`src/rtl/sdram_tg_pkg.sv`:
```
// Shared state encoding and pattern constants for the SDRAM traffic generator.
package sdram_tg_pkg;

  typedef enum logic [2:0] {
    IDLE,
    WAIT_INIT,
    WRITE,
    WAIT_RD,
    READ,
    DONE
  } tg_state_t;

  localparam logic [15:0] LFSR_SEED = 16'hACE1;
  // Taps 16,14,13,11 as bit positions 0,2,3,5 of a right-shifting register
  localparam logic [15:0] LFSR_TAPS = 16'h002D;

endpackage

```
`src/rtl/sdram_tg_if.sv`:
```
// FIFO-side bus of the traffic generator: write-FIFO push port and read-FIFO pop/data port.
interface sdram_tg_if #(
  parameter int DATA_W = 16
);
  logic              wr_en;
  logic [DATA_W-1:0] wr_data;
  logic              rd_en;
  logic [DATA_W-1:0] rd_data;

  modport master (output wr_en, output wr_data, output rd_en, input  rd_data);
  modport slave  (input  wr_en, input  wr_data, input  rd_en, output rd_data);
endinterface

```
`src/rtl/sdram_tg_pattern.sv`:
```
// Test-pattern word generator: load returns to the seed, advance steps to the next word.
// SDRAM_TG_LFSR_EN selects a 16-bit Fibonacci LFSR; otherwise an incrementing count from 1.
module sdram_tg_pattern
  import sdram_tg_pkg::*;
#(
  parameter int DATA_W = 16
) (
  input  logic              clk,
  input  logic              rst,
  input  logic              i_load,
  input  logic              i_adv,
  output logic [DATA_W-1:0] o_word
);

`ifdef SDRAM_TG_LFSR_EN
  logic [15:0] r_lfsr;

  always_ff @(posedge clk) begin
    if (rst || i_load) begin
      r_lfsr <= LFSR_SEED;
    end else if (i_adv) begin
      r_lfsr <= {^(r_lfsr & LFSR_TAPS), r_lfsr[15:1]};
    end
  end

  assign o_word = DATA_W'(r_lfsr);
`else
  logic [DATA_W-1:0] r_word;

  always_ff @(posedge clk) begin
    if (rst || i_load) begin
      r_word <= DATA_W'(1);
    end else if (i_adv) begin
      r_word <= r_word + DATA_W'(1);
    end
  end

  assign o_word = r_word;
`endif

endmodule

```
`src/rtl/sdram_traffic_gen.sv`:
```
// SDRAM self-test: write a BURST_LEN pattern into the write FIFO, wait RD_DELAY, read it back and compare.
// Pattern source is selected by SDRAM_TG_LFSR_EN (see sdram_tg_pattern).
module sdram_traffic_gen
  import sdram_tg_pkg::*;
#(
  parameter int DATA_W    = 16,
  parameter int BURST_LEN = 128,
  parameter int RD_DELAY  = 1000
) (
  input  logic        clk_50m,
  input  logic        rst,
  input  logic        sdram_init_done,
  input  logic        loop_en,
  sdram_tg_if.master  fifo,
  output logic        error_flag,
  output logic [15:0] err_cnt,
  output logic [15:0] pass_cnt,
  output logic        busy
);

  localparam int CNT_MAX = (BURST_LEN > RD_DELAY) ? BURST_LEN : RD_DELAY;
  localparam int CNT_W   = $clog2(CNT_MAX + 1);

  logic              r_init_meta;
  logic              r_init_sync;
  tg_state_t         r_state;
  tg_state_t         w_state_nxt;
  logic [CNT_W-1:0]  r_cnt;
  logic [CNT_W-1:0]  w_cnt_nxt;
  logic              w_wr_en;
  logic              w_rd_en;
  logic              r_cmp_vld;
  logic              w_cmp;
  logic              w_mismatch;
  logic              w_pass_done;
  logic              r_err_flag;
  logic [15:0]       r_err_cnt;
  logic [15:0]       r_pass_cnt;
  logic [DATA_W-1:0] w_wr_word;
  logic [DATA_W-1:0] w_exp_word;

  always_ff @(posedge clk_50m) begin
    if (rst) begin
      r_init_meta <= 1'b0;
      r_init_sync <= 1'b0;
    end else begin
      r_init_meta <= sdram_init_done;
      r_init_sync <= r_init_meta;
    end
  end

  always_ff @(posedge clk_50m) begin
    if (rst) begin
      r_state <= IDLE;
      r_cnt   <= '0;
    end else begin
      r_state <= w_state_nxt;
      r_cnt   <= w_cnt_nxt;
    end
  end

  always_comb begin
    w_state_nxt = r_state;
    w_cnt_nxt   = r_cnt;
    w_wr_en     = 1'b0;
    w_rd_en     = 1'b0;
    case (r_state)
      IDLE: w_state_nxt = WAIT_INIT;
      WAIT_INIT: begin
        w_cnt_nxt = '0;
        if (r_init_sync) w_state_nxt = WRITE;
      end
      WRITE: begin
        w_wr_en   = 1'b1;
        w_cnt_nxt = r_cnt + CNT_W'(1);
        if (r_cnt == CNT_W'(BURST_LEN - 1)) begin
          w_state_nxt = WAIT_RD;
          w_cnt_nxt   = '0;
        end
      end
      WAIT_RD: begin
        w_cnt_nxt = r_cnt + CNT_W'(1);
        if (r_cnt == CNT_W'(RD_DELAY - 1)) begin
          w_state_nxt = READ;
          w_cnt_nxt   = '0;
        end
      end
      READ: begin
        // One extra cycle past the last rd_en so the final word is compared before DONE
        w_rd_en   = (r_cnt != CNT_W'(BURST_LEN));
        w_cnt_nxt = r_cnt + CNT_W'(1);
        if (r_cnt == CNT_W'(BURST_LEN)) begin
          w_state_nxt = DONE;
          w_cnt_nxt   = '0;
        end
      end
      DONE: begin
        w_cnt_nxt = '0;
        if (loop_en) w_state_nxt = WRITE;
      end
      default: w_state_nxt = IDLE;
    endcase
    // Losing init mid-pass abandons the pass; enables drop in the same cycle
    if (!r_init_sync && (r_state == WRITE || r_state == WAIT_RD || r_state == READ)) begin
      w_state_nxt = WAIT_INIT;
      w_cnt_nxt   = '0;
      w_wr_en     = 1'b0;
      w_rd_en     = 1'b0;
    end
  end

  assign w_cmp       = r_cmp_vld && (r_state == READ) && r_init_sync;
  assign w_mismatch  = w_cmp && (fifo.rd_data != w_exp_word);
  assign w_pass_done = (r_state == READ) && (w_state_nxt == DONE);

  always_ff @(posedge clk_50m) begin
    if (rst) begin
      r_cmp_vld  <= 1'b0;
      r_err_flag <= 1'b0;
      r_err_cnt  <= '0;
      r_pass_cnt <= '0;
    end else begin
      r_cmp_vld <= w_rd_en;
      if (w_mismatch) begin
        r_err_flag <= 1'b1;
        if (r_err_cnt != 16'hFFFF) r_err_cnt <= r_err_cnt + 16'd1;
      end
      if (w_pass_done) r_pass_cnt <= r_pass_cnt + 16'd1;
    end
  end

  sdram_tg_pattern #(.DATA_W(DATA_W)) u_wr_pat (
    .clk    (clk_50m),
    .rst    (rst),
    .i_load (r_state != WRITE),
    .i_adv  (w_wr_en),
    .o_word (w_wr_word)
  );

  sdram_tg_pattern #(.DATA_W(DATA_W)) u_exp_pat (
    .clk    (clk_50m),
    .rst    (rst),
    .i_load (r_state != READ),
    .i_adv  (w_cmp),
    .o_word (w_exp_word)
  );

  assign fifo.wr_en   = w_wr_en;
  assign fifo.wr_data = w_wr_en ? w_wr_word : '0;
  assign fifo.rd_en   = w_rd_en;
  assign error_flag   = r_err_flag;
  assign err_cnt      = r_err_cnt;
  assign pass_cnt     = r_pass_cnt;
  assign busy         = (r_state != IDLE) && (r_state != DONE);

endmodule
```
`src/flat_wrapper.sv`:
```
// flat-port wrapper written by rule: the top's interface ports become plain ports
module sdram_traffic_gen_flat import sdram_tg_pkg::*;
#(
  parameter int DATA_W    = 16,
  parameter int BURST_LEN = 128,
  parameter int RD_DELAY  = 1000
)
  (clk_50m, rst, sdram_init_done, loop_en, error_flag, err_cnt, pass_cnt, busy, fifo_wr_en, fifo_wr_data, fifo_rd_en, fifo_rd_data);
  sdram_tg_if #(.DATA_W(DATA_W)) fifo_i ();
  input  logic clk_50m;
  input  logic rst;
  input  logic sdram_init_done;
  input  logic loop_en;
  output logic error_flag;
  output logic [15:0] err_cnt;
  output logic [15:0] pass_cnt;
  output logic busy;
  output wire logic [$bits(fifo_i.wr_en)-1:0] fifo_wr_en;
  output wire logic [$bits(fifo_i.wr_data)-1:0] fifo_wr_data;
  output wire logic [$bits(fifo_i.rd_en)-1:0] fifo_rd_en;
  input wire logic [$bits(fifo_i.rd_data)-1:0] fifo_rd_data;
  assign fifo_wr_en = fifo_i.wr_en;
  assign fifo_wr_data = fifo_i.wr_data;
  assign fifo_rd_en = fifo_i.rd_en;
  assign fifo_i.rd_data = fifo_rd_data;
  sdram_traffic_gen #(.DATA_W(DATA_W), .BURST_LEN(BURST_LEN), .RD_DELAY(RD_DELAY)) u_core (.clk_50m(clk_50m), .rst(rst), .sdram_init_done(sdram_init_done), .loop_en(loop_en), .fifo(fifo_i), .error_flag(error_flag), .err_cnt(err_cnt), .pass_cnt(pass_cnt), .busy(busy));
endmodule
```
`config.mk`:
```
export PLATFORM = sky130hd
export DESIGN_NAME = sdram_traffic_gen_flat
export DESIGN_NICKNAME = d
export VERILOG_FILES = /design/src/rtl/sdram_tg_pkg.sv /design/src/rtl/sdram_tg_if.sv /design/src/rtl/sdram_tg_pattern.sv /design/src/rtl/sdram_traffic_gen.sv /design/src/flat_wrapper.sv
export SDC_FILE = /design/constraint.sdc
export NUM_CORES = 1
export LEC_CHECK = 0
export BUFFER_PORTS_ARGS = -buffer_cell sky130_fd_sc_hd__clkbuf_2
export CORE_MARGIN = 4
export CORE_UTILIZATION = 35
export DETAILED_ROUTE_END_ITERATION = 8
export GPL_ROUTABILITY_DRIVEN = 0
export GPL_TIMING_DRIVEN = 0
export PLACE_DENSITY = 0.51
export SLEW_MARGIN = 20
export SYNTH_ARGS = -nofsm -noshare
export SYNTH_HDL_FRONTEND = slang
export SYNTH_SLANG_ARGS = --single-unit
export TNS_END_PERCENT = 5
```
`constraint.sdc`:
```
create_clock -name clk_50m -period 3 [get_ports clk_50m]
set_clock_uncertainty 0.15 [all_clocks]
set_input_delay 0.15 -clock clk_50m [delete_from_list [all_inputs] [get_ports clk_50m]]
set_output_delay 0.15 -clock clk_50m [all_outputs]
set_load 0.01 [all_outputs]
```
Word level (Yosys, flattened, before mapping)
Index checks and enable logic that the tools add are counted.
- flip-flop bits (word level): 81
- input port bits: 20
- word-level logic and storage cells: 63
- equality and inequality tests: 15
- reductions and logical operators: 17
- add/subtract/negate cells: 5
- mux-type cells: 16
- operators by type and width (kind ; count):
    $add A16 B1 Y16 const B ; 4
    $pmux W10 S4 ; 1
    $mux W10 ; 3
    $mux W3 ; 6
    $pmux W3 S6 ; 1
    $mux W16 ; 1
    $ne A16 B16 Y1 ; 1
    $ne A16 B16 Y1 const B ; 1
    $add A10 B1 Y10 const B ; 1
    $eq A10 B10 Y1 const B ; 1
    $eq A10 B7 Y1 const B ; 1
    $eq A10 B8 Y1 const B ; 1
    $ne A10 B8 Y1 const B ; 1
    $eq A3 B3 Y1 const B ; 3
    $eq A3 B2 Y1 const B ; 2
    $logic_and A1 B1 Y1 ; 6
    $ne A3 B3 Y1 const B ; 2
    $logic_or A1 B1 Y1 ; 4
    $mux W1 ; 4
    $reduce_bool A4 Y1 ; 1
    $reduce_or A2 Y1 ; 2
    $eq A3 B1 Y1 const B ; 1
    $logic_not A3 Y1 ; 1
    $ne A3 B2 Y1 const B ; 1
    3 further kinds ; 3

Longest topological paths before layout
- depth after elaboration: 7
- gate-level depth with buffers: 9

By module
Synthesis repeated with hierarchy kept, for this count alone.
- cells, all modules: 532
- area total of the unflattened synthesis: 4554.4 um^2
- modules (own cells, without submodules) (module ; area each (um^2) ; times used ; cells each ; sequential area each (um^2)):
    sdram_traffic_gen ; 2987.9 ; 1 ; 356 ; 980.9
    sdram_tg_pattern ; 783.3 ; 2 ; 88 ; 320.3

Worst setup path before layout
Ideal clock, no wire load.
- kind: reg2reg
- start: reg u_core.r_cnt[3]
- end: reg u_core.r_pass_cnt[13], in the netlist u_core.pass_cnt[13]
- cell stages (with the launch flop): 8
- data required time: 2735 ps
- period minus slack after synthesis: 2311 ps
- slack: 689 ps
- data arrival time: 2046 ps
- path buffers: 2
- cells stage by stage: dfxtp_1 -> or4_4 -> or4_4 -> buf_6 -> buf_12 -> nor4_4 -> xnor2_1 -> nor2_1
- word-level cells in the longest chain between the ends: 6
- elaborated cells between the ends (all ways): 10
- classes of those cells: eq/ne (4); mux (5); reduce/logical (1)
- RTL lines (element ; line ; source):
    start, declared ; sdram_traffic_gen.sv:28 ; logic [CNT_W-1:0] r_cnt;
    start signal, assigned ; sdram_traffic_gen.sv:58 ; r_cnt <= w_cnt_nxt;
    $eq A10 B8 Y1 (tied with other cells) ; sdram_traffic_gen.sv:92 ; if (r_cnt == CNT_W'(BURST_LEN)) begin
    $mux W3, on equally long branches ; sdram_traffic_gen.sv:92, sdram_traffic_gen.sv:76, sdram_traffic_gen.sv:83 ;
    $pmux W3 S6 (*) ; sdram_traffic_gen.sv:67 ; case (r_state)
    $mux W3 (*) ; sdram_traffic_gen.sv:104 ; if (!r_init_sync && (r_state == WRITE || r_state == WAIT_RD || r_state == READ)) begin
    $eq A3 B3 Y1 (*) ; sdram_traffic_gen.sv:114 ; assign w_pass_done = (r_state == READ) && (w_state_nxt == DONE);
    $logic_and A1 B1 Y1 (*) ; sdram_traffic_gen.sv:114 ;
    end signal, assigned ; sdram_traffic_gen.sv:128 ; if (w_pass_done) r_pass_cnt <= r_pass_cnt + 16'd1;
    end, declared ; sdram_traffic_gen.sv:38 ; logic [15:0] r_pass_cnt;
Every way passes the cells marked *; elsewhere a longest branch is shown, timed or not.
A chain may end at the register's enable or synchronous reset.

Worst setup path in the final report
- start: reg u_core.r_init_sync
- end: out fifo_wr_data[11]
- word-level cells in the longest chain between the ends: 4
- RTL lines (element ; line ; source):
    start, declared ; sdram_traffic_gen.sv:25 ; logic r_init_sync;
    start signal, assigned ; sdram_traffic_gen.sv:48 ; r_init_sync <= r_init_meta;
    $logic_not A1 Y1 ; sdram_traffic_gen.sv:104 ;
    $logic_and A1 B1 Y1 ; sdram_traffic_gen.sv:104 ;
    $mux W1 ; sdram_traffic_gen.sv:104 ;
    $mux W16 ; sdram_traffic_gen.sv:149 ; assign fifo.wr_data = w_wr_en ? w_wr_word : '0;
    end, declared ; flat_wrapper.sv:19 ; output wire logic [$bits(fifo_i.wr_data)-1:0] fifo_wr_data;
Every way passes these cells.

==> impl_metrics.py <==
metrics = {
    "global_route": {
        "global_route.usage.total": 0.151,
        "grt_max_degree": 13,
        "grt_overflow": 0,
        "first_global_vias": 3594,
        "wire_length_of_the_first_global_routing_pass_um": 17500,
        "grt_antenna_before_repair": 0,
    },
    "finish": {
        "nNetsFinal": 614,
        "ff_latch_area_um2": 1620,
        "drive_gt1_frac": 0.182,
        "antennaDiodeCount": 0,
        "layout.cells.most_common_list": "sky130_fd_sc_hd__dfxtp_1, sky130_fd_sc_hd__clkbuf_2, sky130_fd_sc_hd__nor2_1",
        "layout.cells.non_filler": 739,
        "area_growth_syn_to_layout_pct": 20.2,
        "mostFrequentLayoutCell": "sky130_fd_sc_hd__dfxtp_1",
        "fillCellCount": 1253,
        "multi_input_gate_area_um2": 2510,
    },
    "synthesis": {
        "synth_mux_area_frac": 0.0202,
        "ys_ff_latch": 81,
        "synthesis.area_per_instance_um2": 8.43,
        "synth.largest_area_cell": "sky130_fd_sc_hd__dfxtp_1",
        "ys_async_sr_fraction": 0,
        "synth_xor_area_frac": 0.134,
        "fraction_of_the_mapped_netlist_area_in_compound_gates": 0.0675,
        "synthTopCellsByArea": "sky130_fd_sc_hd__dfxtp_1, sky130_fd_sc_hd__xor2_1, sky130_fd_sc_hd__nor2_1",
        "synth_cell_types": 51,
        "syn_inst": 506,
        "net_count_of_the_mapped_netlist": 532,
        "synthDominantCellAreaShare": 0.380,
        "yosys.area_share.adder": 0.0176,
        "synth_sequential_area_ratio": 0.380,
        "synth_enable_flop_cells": 0,
        "synth-warning-count": 0,
        "dominantRegCellSynth": "sky130_fd_sc_hd__dfxtp_1",
        "mappedNetlistArea_um2": 4260,
        "synth_top_family_by_area": "simple AND/OR/NAND/NOR gates",
        "yosys.area_share.simple": 0.346,
    },
    "sta": {
        "worstMarginPinSlew_ps": 911,
        "min_period_over_period": 0.889,
        "setup_violations": 0,
        "slew_viol_final": 0,
        "finalHoldWorstSlack_ps": 60.1,
        "final-hold-violation-count": 0,
        "final.setup.tns_ps": 0,
        "timing.final.ws_setup_ps": 334,
        "final.min_clock_period_ps": 2670,
        "clock.fmax_mhz": 375,
        "max_slew_margin": 0.377,
        "rsz_0062_raised_after_global_routing": "false",
    },
    "route": {
        "post_drt_wl_per_cell_um": 14.1,
        "drt_drc_violations_left": 0,
        "viasPerCell": 5.18,
        "vias": 3826,
        "drtAntennaViolNets": 0,
        "postRouteWirelength_um": 10400,
        "drt_iter0_drc": 173,
        "drtPass1Iterations": 4,
    },
    "worst_setup_path": {
        "endpoint_kind": "output port",
        "crit_family": "buffers and inverters",
        "reg2reg_depth": 6,
        "crit_required_ps": 2700,
        "crit_path_cell_chain": "clkbuf_1, nor4bb_4, clkbuf_1, clkbuf_1, and2_1, clkbuf_2",
        "critPathMostFrequentCell": "sky130_fd_sc_hd__clkbuf_1",
        "crit_path_top_delay_cell": "sky130_fd_sc_hd__clkbuf_1",
        "crit_arrival_ps": 2370,
        "critical-path-max-stage-delay_ps": 380,
        "worst-r2r-setup-slack_ps": 430,
        "cp-start-kind": "register",
        "timing.critical_path.buf_inv": 4,
        "path_max_fanout": 10,
        "worst_r2r_startpoint": "u_core.r_init_sync",
        "crit-reg2reg-capture": "u_core.err_cnt[8]",
        "critPathKind": "register to output port",
    },
    "job": {
        "timing.max_cap.violations": 0,
    },
    "clock_tree": {
        "cts_buffer_depth": 2,
        "source_to_sink_clock_delay_at_the_later_pin_of_the_worst_skew_pair_ps": 340,
        "cts_tree": "yes",
        "post_cts_clock_slew_at_the_launch_and_capture_registers_of_the_worst_setup_and_hold_paths_ps": 60,
        "cts-buffers-inserted": 9,
        "cts_post_setup_buffers_inserted": 0,
        "cts-htree-levels": 3,
        "tritoncts_num_sinks": 81,
        "cts_root_buffer": "sky130_fd_sc_hd__clkbuf_16",
    },
    "placement": {
        "worst_setup_timing_slack_at_the_placement_stage_ps": 294,
        "place_inst": 723,
        "portBuffers": 70,
        "dp.final_hpwl_um": 7780,
    },
    "floorplanning": {
        "floorplan.initialDensity": 0.356,
        "i_o_pin_count": 72,
        "die_height_um": 118,
        "rows": 40,
        "design.core.area_um2": 12000,
        "design.die.area_um2": 14000,
        "fp.dieW_um": 118,
    },
    "min_path": {
        "min_path_type": "input pin to register",
        "worst_hold_path.endpoint": "u_core.r_state[2]",
        "holdCritStartpoint": "loop_en",
        "hold-path-cell-count": 4,
    },
    "power_and_ir_drop": {
        "power.density_nw_per_um2": 442,
        "comb_power_share": 0.033,
        "switching_power_uw": 473,
        "clkPwrFrac": 0.490,
        "seqPwrFrac": 0.477,
        "final_total_power_uw": 2260,
        "ir_drop_mv": 0.257,
        "static-leakage-power_uw": 0.00187,
        "p_sw_frac": 0.209,
        "p_int_uw": 1790,
    },
    "outcome": {
        "outcome": "finished, final reports clean",
    },
}
## layout make-up
class,count,area share
multi-input combinational,395,0.490
sequential,81,0.316
timing repair buffer,71,0.0703
clock buffer,12,0.0500
tap,147,0.0359
buffer,22,0.0234
clock inverter,3,0.00781
inverter,8,0.00586
## metrics by stage
step / utilization / instance area (um2)
6_report: 0.429 / 5130
5_1_grt: 0.429 / 5130
4_1_cts: 0.427 / 5110
3_5_place_dp: 0.401 / 4800
3_3_place_gp: 0.401 / 4800
2_1_floorplan: - / 4260
## routing by layer
layer / routed length (um) / up-vias / track usage
met4: 190 / 0 / 0.0644
met2: 4790 / 47 / 0.243
met3: 333 / 13 / 0.0297
met1: 5100 / 1808 / 0.197
li1: - / 1958 / -
met5: 0 / - / 0
## sequential cells by signal, summed over array words and instances (netlist names)
| signal | cells |
|---|---|
| u_core.r_init_sync | 1 |
| u_core.r_cnt | 10 |
| u_core.err_cnt | 16 |
| u_core.r_state | 3 |
| u_core.error_flag | 1 |
| u_core.r_init_meta | 1 |
| u_core.u_exp_pat.o_word | 16 |
| u_core.u_wr_pat.o_word | 16 |
| u_core.r_cmp_vld | 1 |
| u_core.pass_cnt | 16 |
## worst min-delay path: stages
cell                       delay, ps
sky130_fd_sc_hd__clkbuf_2        100
sky130_fd_sc_hd__a21oi_1          70
sky130_fd_sc_hd__a31oi_1         130
sky130_fd_sc_hd__nor2_1           50
## synthesized netlist by cell type (all sizes together), types with 5 or more instances
master	count
or4	6
nand2	31
nor4	15
ha	6
dfxtp	81
nand3	31
nor2b	9
nor3	17
and4	7
o21ai	14
nand4	28
xnor2	21
nor2	68
buf	5
inv	8
or3	14
and2	20
a21oi	23
clkbuf	17
xor2	44
nand2b	5
mux2	5
## worst max-delay path by stage
| stage | cells after the start | from | to | slack (ps) |
|---|---|---|---|---|
| 3_3_place_gp | 7 | u_core.r_state[2] | u_core.u_exp_pat.o_word[7] | 280 |
| 6_report | 6 | u_core.r_init_sync | fifo_wr_data[11] | 330 |
| 4_1_cts | 6 | u_core.r_init_sync | fifo_wr_data[11] | 130 |
| 3_5_place_dp | 7 | u_core.r_state[2] | u_core.u_exp_pat.o_word[15] | 290 |
| 2_1_floorplan | 7 | u_core.r_cnt[3] | u_core.pass_cnt[13] | 690 |
| 5_1_grt | 6 | u_core.r_init_sync | fifo_wr_data[11] | 60 |
## power groups by stage
stage,Clock [uW],Combinational (uW),Sequential (uW)
6_report,1110,73.8,1080
5_1_grt,1180,84.6,1080
4_1_cts,1150,74.3,1080
3_5_place_dp,0,72.8,1100
3_3_place_gp,0,72.2,1100
2_1_floorplan,0,44.5,1100
## kinds of logic (layout without fill, tap and decap cells)
kind of cell               count (synthesis)  in the layout
DFF                                       81             81
muxes                                      8              8
buffers and inverters                     30            116
adders and majority gates                  6              6
and+or+nand+nor                          266            266
xor gates and xnor gates                  65             65
AOI/OAI and AO/OA                         50             50
## timing repair
action                     CTS  global route
pin swaps                    0             0
gates cloned                 0             0
hold endpoints to repair     1             0
setup endpoints to repair    9             9
hold buffers                 1             0
resized for setup            1             2
Power figures use the tool's default switching activity.
